$ cat src/rtl/riscv_dmem_ctrl.sv
// rtl/riscv_dmem_ctrl.sv - EX-to-data-bus load/store sequencer with alignment, extension and exceptions
module riscv_dmem_ctrl #(
    parameter int XLEN = 32
) (
    input  logic            clk,
    input  logic            rstn,
    input  logic            flush,
    input  logic            ex_req,
    input  logic            ex_bubble,
    input  logic            ex_we,
    input  logic [2:0]      ex_size,
    input  logic [XLEN-1:0] ex_adr,
    input  logic [XLEN-1:0] ex_d,
    output logic            dmem_stall,
    output logic [XLEN-1:0] mem_q,
    output logic            mem_q_valid,
    output logic            ma_load,
    output logic            ma_store,
    output logic            ac_fault,
    output logic [XLEN-1:0] mem_badaddr,
    output logic            dbus_req,
    output logic            dbus_we,
    output logic [XLEN-1:0] dbus_adr,
    output logic [3:0]      dbus_be,
    output logic [XLEN-1:0] dbus_d,
    input  logic            dbus_ack,
    input  logic            dbus_err,
    input  logic [XLEN-1:0] dbus_q
);

    generate
        if (XLEN != 32) begin : g_xlen_check
            $error("riscv_dmem_ctrl: only XLEN=32 is supported");
        end
    endgenerate

    typedef enum logic [1:0] {
        IDLE  = 2'd0,
        BUSY  = 2'd1,
        DRAIN = 2'd2,
        DONE  = 2'd3
    } state_t;

    state_t state;
    state_t state_nxt;

    // Size/offset of the access in flight, kept for load alignment and fault address
    logic [2:0] cap_size;
    logic [1:0] cap_k;

    logic ex_valid;
    logic accept;
    logic misaligned;
    logic bus_done;

    // Decoded actions for the registered-output process
    logic issue;
    logic ma_hit;
    logic complete;
    logic fault;
    logic release_bus;

    logic [3:0]      be_nxt;
    logic [XLEN-1:0] d_nxt;
    logic [XLEN-1:0] shifted;
    logic [XLEN-1:0] q_ext;

    assign ex_valid = ex_req & ~ex_bubble;
    assign accept   = (state == IDLE) & ex_valid & ~flush;
    assign bus_done = dbus_ack | dbus_err;

    // Halfwords need an even address, words a 4-byte aligned one; bytes never fault
    assign misaligned = ((ex_size[1:0] == 2'b01) & ex_adr[0]) |
                        (ex_size[1] & (ex_adr[1:0] != 2'b00));

    assign dmem_stall = accept | (state == BUSY) | ((state == DRAIN) & ex_valid);

    // Byte-lane enables and store-data replication from size and low address bits
    always_comb begin
        be_nxt = 4'b1111;
        d_nxt  = ex_d;
        case (ex_size[1:0])
            2'b00: begin
                be_nxt = 4'b0001 << ex_adr[1:0];
                d_nxt  = {4{ex_d[7:0]}};
            end
            2'b01: begin
                be_nxt = 4'b0011 << ex_adr[1:0];
                d_nxt  = {2{ex_d[15:0]}};
            end
            default: begin
                be_nxt = 4'b1111;
                d_nxt  = ex_d;
            end
        endcase
    end

    // Shift the addressed lane down and sign- or zero-extend it to XLEN
    always_comb begin
        shifted = dbus_q >> {cap_k, 3'b000};
        q_ext   = shifted;
        case (cap_size)
            3'b000:  q_ext = {{(XLEN-8){shifted[7]}}, shifted[7:0]};
            3'b001:  q_ext = {{(XLEN-16){shifted[15]}}, shifted[15:0]};
            3'b100:  q_ext = {{(XLEN-8){1'b0}}, shifted[7:0]};
            3'b101:  q_ext = {{(XLEN-16){1'b0}}, shifted[15:0]};
            default: q_ext = shifted;
        endcase
    end

    // State register
    always_ff @(posedge clk or negedge rstn) begin
        if (!rstn) begin
            state <= IDLE;
        end else begin
            state <= state_nxt;
        end
    end

    // Next-state and action decode; an error beats a simultaneous ack, and ack beats flush
    always_comb begin
        state_nxt   = state;
        issue       = 1'b0;
        ma_hit      = 1'b0;
        complete    = 1'b0;
        fault       = 1'b0;
        release_bus = 1'b0;
        case (state)
            IDLE: begin
                if (accept) begin
                    if (misaligned) begin
                        ma_hit    = 1'b1;
                        state_nxt = DONE;
                    end else begin
                        issue     = 1'b1;
                        state_nxt = BUSY;
                    end
                end
            end
            BUSY: begin
                if (dbus_err) begin
                    fault       = 1'b1;
                    release_bus = 1'b1;
                    state_nxt   = DONE;
                end else if (dbus_ack) begin
                    complete    = 1'b1;
                    release_bus = 1'b1;
                    state_nxt   = DONE;
                end else if (flush) begin
                    state_nxt = DRAIN;
                end
            end
            DRAIN: begin
                if (bus_done) begin
                    release_bus = 1'b1;
                    state_nxt   = IDLE;
                end
            end
            DONE: begin
                state_nxt = IDLE;
            end
            default: begin
                state_nxt = IDLE;
            end
        endcase
    end

    // Bus request and its attributes; attributes stay frozen until the next issue
    always_ff @(posedge clk or negedge rstn) begin
        if (!rstn) begin
            dbus_req <= 1'b0;
            dbus_we  <= 1'b0;
            dbus_adr <= '0;
            dbus_be  <= 4'b0000;
            dbus_d   <= '0;
            cap_size <= 3'b000;
            cap_k    <= 2'b00;
        end else if (issue) begin
            dbus_req <= 1'b1;
            dbus_we  <= ex_we;
            dbus_adr <= {ex_adr[XLEN-1:2], 2'b00};
            dbus_be  <= be_nxt;
            dbus_d   <= d_nxt;
            cap_size <= ex_size;
            cap_k    <= ex_adr[1:0];
        end else if (release_bus) begin
            dbus_req <= 1'b0;
        end
    end

    // One-cycle result and exception strobes, plus the held load result and fault address
    always_ff @(posedge clk or negedge rstn) begin
        if (!rstn) begin
            mem_q       <= '0;
            mem_q_valid <= 1'b0;
            ma_load     <= 1'b0;
            ma_store    <= 1'b0;
            ac_fault    <= 1'b0;
            mem_badaddr <= '0;
        end else begin
            mem_q_valid <= complete & ~dbus_we;
            ma_load     <= ma_hit & ~ex_we;
            ma_store    <= ma_hit & ex_we;
            ac_fault    <= fault;
            if (complete & ~dbus_we) begin
                mem_q <= q_ext;
            end
            if (ma_hit) begin
                mem_badaddr <= ex_adr;
            end else if (fault) begin
                mem_badaddr <= {dbus_adr[XLEN-1:2], cap_k};
            end
        end
    end

endmodule

$ cat config.mk
export PLATFORM = sky130hd
export DESIGN_NAME = riscv_dmem_ctrl
export DESIGN_NICKNAME = d
export VERILOG_FILES = /design/src/rtl/riscv_dmem_ctrl.sv
export SDC_FILE = /design/constraint.sdc
export NUM_CORES = 1
export LEC_CHECK = 0
export CAP_MARGIN = 40
export CORE_MARGIN = 2
export CORE_UTILIZATION = 36
export DETAILED_ROUTE_END_ITERATION = 12
export PLACE_DENSITY = 0.67
export RECOVER_POWER = 50
export SLEW_MARGIN = 20
export SYNTH_ARGS = -nofsm -noshare
export SYNTH_HDL_FRONTEND = slang
export SYNTH_SLANG_ARGS = --single-unit
$ cat constraint.sdc
create_clock -name clk -period 3.4 [get_ports clk]
set_input_delay 0.51 -clock clk [delete_from_list [all_inputs] [get_ports clk]]
set_output_delay 0.51 -clock clk [all_outputs]
set_load 0.01 [all_outputs]
======== Word level (Yosys, flattened, before mapping) ========
Index checks and enable logic that the tools add are counted.
storage, ports and cells
  memories ................................ 0
  output and inout bits ................... 139
  bits in read-only memories .............. 0
  memory bits (writable) .................. 0
  latch bits .............................. 0
  logic and storage cells ................. 79
  flip-flop bits (word level) ............. 143
operators by class
  div/mod/pow operators ................... 0
  muxes and demuxes ....................... 28
  add/sub/neg operators ................... 0
  reduce and logical (&&, ||, !) cells .... 7
  shift-type cells ........................ 3
  multipliers ............................. 0
  magnitude comparators ................... 0
  equality and inequality tests ........... 10
  bitwise operators ....................... 17
operators with widths
  kind                                                                   count
  32-bit case mux with 4 select lines                                    1
  32-bit two-way mux                                                     2
  32-bit case mux with 2 select lines                                    1
  32-bit by 5-bit >> shifter with 32-bit output                          1
  1-bit two-way mux                                                      15
  2-bit two-way mux                                                      6
  1-bit bitwise AND                                                      9
  2-bit case mux with 4 select lines                                     1
  4-bit case mux with 2 select lines                                     1
  3-bit equality test, second input constant                             2
  2-bit nonzero test                                                     3
  2-bit by 1-bit equality test with 1-bit output, second input constant  2
  2-bit equality test, second input constant                             2
  2-bit zero test                                                        2
  2-bit != test, second input constant                                   2
  4-bit != test, second input constant                                   1
  1-bit inverter                                                         4
  1-bit OR                                                               4
  1-bit by 2-bit left shift with 4-bit output, first input constant      1
  2-bit by 2-bit left shift with 4-bit output, first input constant      1
  3-bit by 1-bit equality test with 1-bit output, second input constant  1
  3-bit zero test                                                        1
  3-bit AND reduction                                                    1
  1-bit case mux with 2 select lines                                     1

======== Longest topological paths before layout ========
  word-level depth ........................ 7
  gate-level depth with buffers ........... 9
  gate-level depth less buffers ........... 6

======== Least setup slack after synthesis ========
OpenSTA, ideal clock, no wires.
  path kind ............................... reg-to-reg
  start ................................... register state[0]
  end ..................................... register cap_k[1]
  setup time .............................. 125 ps
  setup slack ............................. 1514 ps
  clock period less this slack ............ 1886 ps
  cell stages (with the launch flop) ...... 9
  data required time ...................... 3275 ps
  data arrival time ....................... 1761 ps
  cells stage by stage .................... dfrtp_1 -> inv_1 -> ha_1 -> nand4bb_1 -> buf_2 -> nand3b_1 -> buf_2 -> buf_2 -> mux2_2
on the way
  word-level cells in the longest chain between the ends .. 5
RTL lines
  what                             RTL line  text
  from (decl)                      44        state_t state;
  from (signal assigned)           116       state <= state_nxt;
  2-bit zero test (*)              69, 128
  1-bit bitwise AND (2 in series)  69        assign accept = (state == IDLE) & ex_valid & ~flush;
  1-bit two-way mux                130       if (accept) begin
  1-bit two-way mux (*)            128       case (state)
  to (signal assigned)             185       cap_k <= ex_adr[1:0];
  to (decl)                        49        logic [1:0] cap_k;
Every way passes the cells marked *; elsewhere a longest branch is shown, timed or not.
A chain may end at the register's enable or synchronous reset.

======== Worst setup path in the final report ========
  start ................................... register state[1]
  end ..................................... output dmem_stall
on the way
  word-level cells in the longest chain between the ends .. 5
  elaborated cells on any way between the ends .. 8
  classes of those cells .................. eq/ne: 2; bitwise: 5; reduce/logical: 1
RTL lines
  what                             RTL line  text
  2-bit zero test                  69
  1-bit bitwise AND (2 in series)  69
  1-bit OR                         76        assign dmem_stall = accept | (state == BUSY) | ((state == DRAIN) & ex_valid);
  1-bit OR (*)                     76
  to (decl)                        14        output logic dmem_stall,
Marks and branches as above.

==> impl_results.md <==
* Status: finished, violations left
* Failing checks: capacitance limit, slew limit
* R2r startpoint: state[1]
* Mapped Area at around 6600 um^2
* Post-DR wirelength/cell at 18.1 um
* Number of port buffers at ~240
* Clock sinks at about 140
* Post-CTS sizing at 0
* Worst relative slew slack at -0.708
* Clk slew on worst S/H paths at roughly 0.060 ns
* Critical path startpoint: state[1]
* Multi-input gate area at 2800 um^2
* Synthesis-stage register bit count at ~140
* Slew @ Worst Pin at 2.56 ns
* Final cycle utilization of the critical path at 0.814
* CTS Buf Count at 17
* Bufs on Longest Clock Path at 2
* Area contributors post-synth: dfrtp_1, mux2i_1, mux2_2
* Crit-path max cell delay at 0.58 ns
* Fill count at approximately 1,500
* Startpoint class of the critical path: register
* Synth warnings at 0
* Synth cell count leaders: dfrtp_1, nand2_1, mux2i_1
* First-pass GRT wire length at just over 30,000 um
* Root Driver: clkbuf_16
* Yosys top cell by area: dfrtp_1
* Slowest cell on the critical path: clkdlybuf4s50_1
* Core box area at 18,000 um^2
* Final hold slack at about 0.48 ns
* Initial Util at 0.367
* CTS tree: yes
* Final Slew Violations at 55
* WP data arrival at about 2.3 ns
* Full die area at a little under 20,000 um^2
* GRT Total Usage at 0.201
* Crit path cell chain: inv_1 > ha_1 > nand4bb_1 > nand2_1 > clkdlybuf4s50_1
* Fmax at 0.361 GHz
* Detailed router's first-iteration violation count at between 200 and 300
* Initial antenna violation count at 0
* FF/Latch Area at around 3600 um^2
* Yosys cell types at 39
* Clock Skew at around 0.0063 ns
* # H-tree levels at 4
* Vias post-DR at between 5,000 and 6,000
* Area delta synth->final at 48.7%
* Post-synth EDFFs at 0
* Max-cap violation count at 1
* Die width at 139 um
* Dpl ws at 0.642 ns
* # setup viols final at 0
* Design Power at around 8300 uW
* Sequential share of the synthesized area at 0.543
* Final WS setup at around 0.63 ns
* Die Span Y at approximately 140 um
* DRC at 0
* Leakage at between 0.004 and 0.005 uW
* Final core occ at 0.546
* Share of layout cells above drive strength 1 at 0.115
* Cell count after synthesis at around 600
* CP Max Fanout at 10
* Post-DRT Antenna Nets at 0
* Mean Syn Cell Area at approximately 11 um^2
* CP endpoint: dmem_stall
* First-pass DRT Iterations at 4
* CP Capture Type: primary output
* Min cycle time layout at ~2.8 ns
* R2R setup slack at ~0.64 ns
* Post-synthesis async set-or-reset flop share at 1.00
* Ys flop type: dfrtp_1
* Via/cell ratio at around 5.1
* Vias in the first global route at just under 6,000
* Final hold violations at 0
* Ports at 246
* Final setup TNS at 0 ns
* Final Wtd Congestion at 0.862
* Reg2Reg Depth at 7
* Synth top area share at 0.543
* Dpl hpwl at about 14,000 um
* Crit Path Category: reg -> out
* PD cells at 850 nW/um^2
* Gr ovfl total at 0
* # diodes at 0
* Postcts setup bufs at 0
* Peak VDD IR at around 0.00044 V
* Largest net degree at the start of global routing at 90
* Hold buffers post-CTS at 0
* Worst reg2reg path endpoint: mem_q[23]
* Min-delay worst type: reg -> reg
* Routed wire length at between 15,000 and 20,000 um
* Num rows at 49
* RSZ-0062 raised after global routing: no
* Fin nets at 939
* Top-count cell post-synth: dfrtp_1
* Clock latency on the worst-skew pair at slightly above 0.4 ns
* Worst Path Required at just under 3 ns
## per-layer routing
metal,GRT usage,wire length [um],up-vias
met3,0.0654,1560,22
met2,0.326,9060,196
li1,-,-,2583
met1,0.258,8410,2673
met4,0.0633,331,0
met5,0,0,-
## sequential cells by signal (all words and copies together) (netlist names)
register	count
mem_q	32
state	2
cap_k	2
mem_badaddr	32
dbus_d	32
ma_store	1
ma_load	1
dbus_we	1
dbus_adr	30
dbus_be	4
ac_fault	1
dbus_req	1
cap_size	3
mem_q_valid	1
## kinds of logic (layout without fill, tap and decap cells)
| logic type | count (synthesis) | in the layout | share of synthesized area |
|---|---|---|---|
| AO/OA/AOI/OAI | 122 | 122 | 0.107 |
| XOR/XNOR | 1 | 1 | 0.00133 |
| buffers and inverters | 50 | 292 | 0.0355 |
| AND/OR/NAND/NOR | 153 | 153 | 0.104 |
| other | 1 | 2 | 0.000569 |
| flip-flops | 143 | 143 | 0.543 |
| multiplexers | 126 | 126 | 0.203 |
| adder cells (fa/ha/maj) | 3 | 3 | 0.00569 |
## report_power, final
group	internal [uW]	total [uW]	switching [uW]
combinational	1970	3520	1550
sequential	2470	2980	510
clock	1090	1850	755
total	5530	8340	2810
## placed cells by master, fill, tap and decap left out, types with 2 or more instances in the layout
cell type,n
conb_1,2
dlygate4sd3_1,61
dfrtp_1,143
nor3_1,8
a31oi_1,2
clkdlybuf4s50_1,181
a221o_1,13
nand2_1,79
nor2_1,26
nor2b_1,4
mux2i_1,74
inv_6,3
ha_1,3
nand2b_1,2
clkinv_4,5
inv_1,6
o21ai_0,73
clkbuf_1,2
buf_4,8
a21oi_1,23
nand3_1,16
and2_1,8
clkinvlp_4,4
a21o_1,4
mux2_2,51
bufinv_16,2
clkbuf_16,17
buf_12,2
o311ai_0,2
nand4bb_1,2
## per-stage QoR
stage / cell area [um^2] / std cells
6_report: 9810 / 1071
5_1_grt: 9810 / 1071
4_1_cts: 9820 / 1071
3_5_place_dp: 9230 / 1039
3_3_place_gp: 9230 / 1039
2_1_floorplan: 6600 / 600
## how the worst min path moves through the flow
stage / startpoint / cells past startpoint / end
6_report: dbus_d[18] / 2 / dbus_d[18]
5_1_grt: dbus_be[0] / 1 / dbus_be[0]
4_1_cts: rstn / 1 / mem_badaddr[4]
3_5_place_dp: dbus_d[18] / 2 / dbus_d[18]
3_3_place_gp: dbus_be[0] / 1 / dbus_be[0]
2_1_floorplan: rstn / 0 / ac_fault
## layout make-up
type | instances | area share
flip-flops and latches | 143 | 0.365
multi-input cells | 407 | 0.285
repair buffers | 254 | 0.258
clock buffers | 18 | 0.0438
well taps | 229 | 0.0292
clock inverters | 14 | 0.0163
inverters | 6 | 0.00230
## worst max-delay path, delay by kind of cell, from the launching register on
kind / cells / cell delay [ns]
flip-flops: 1 / 0.39
AND/OR/NAND/NOR: 2 / 0.57
buffers and inverters: 2 / 0.69
adder cells (fa/ha/maj): 1 / 0.21
Note: power is estimated with default switching activity, not from simulation.
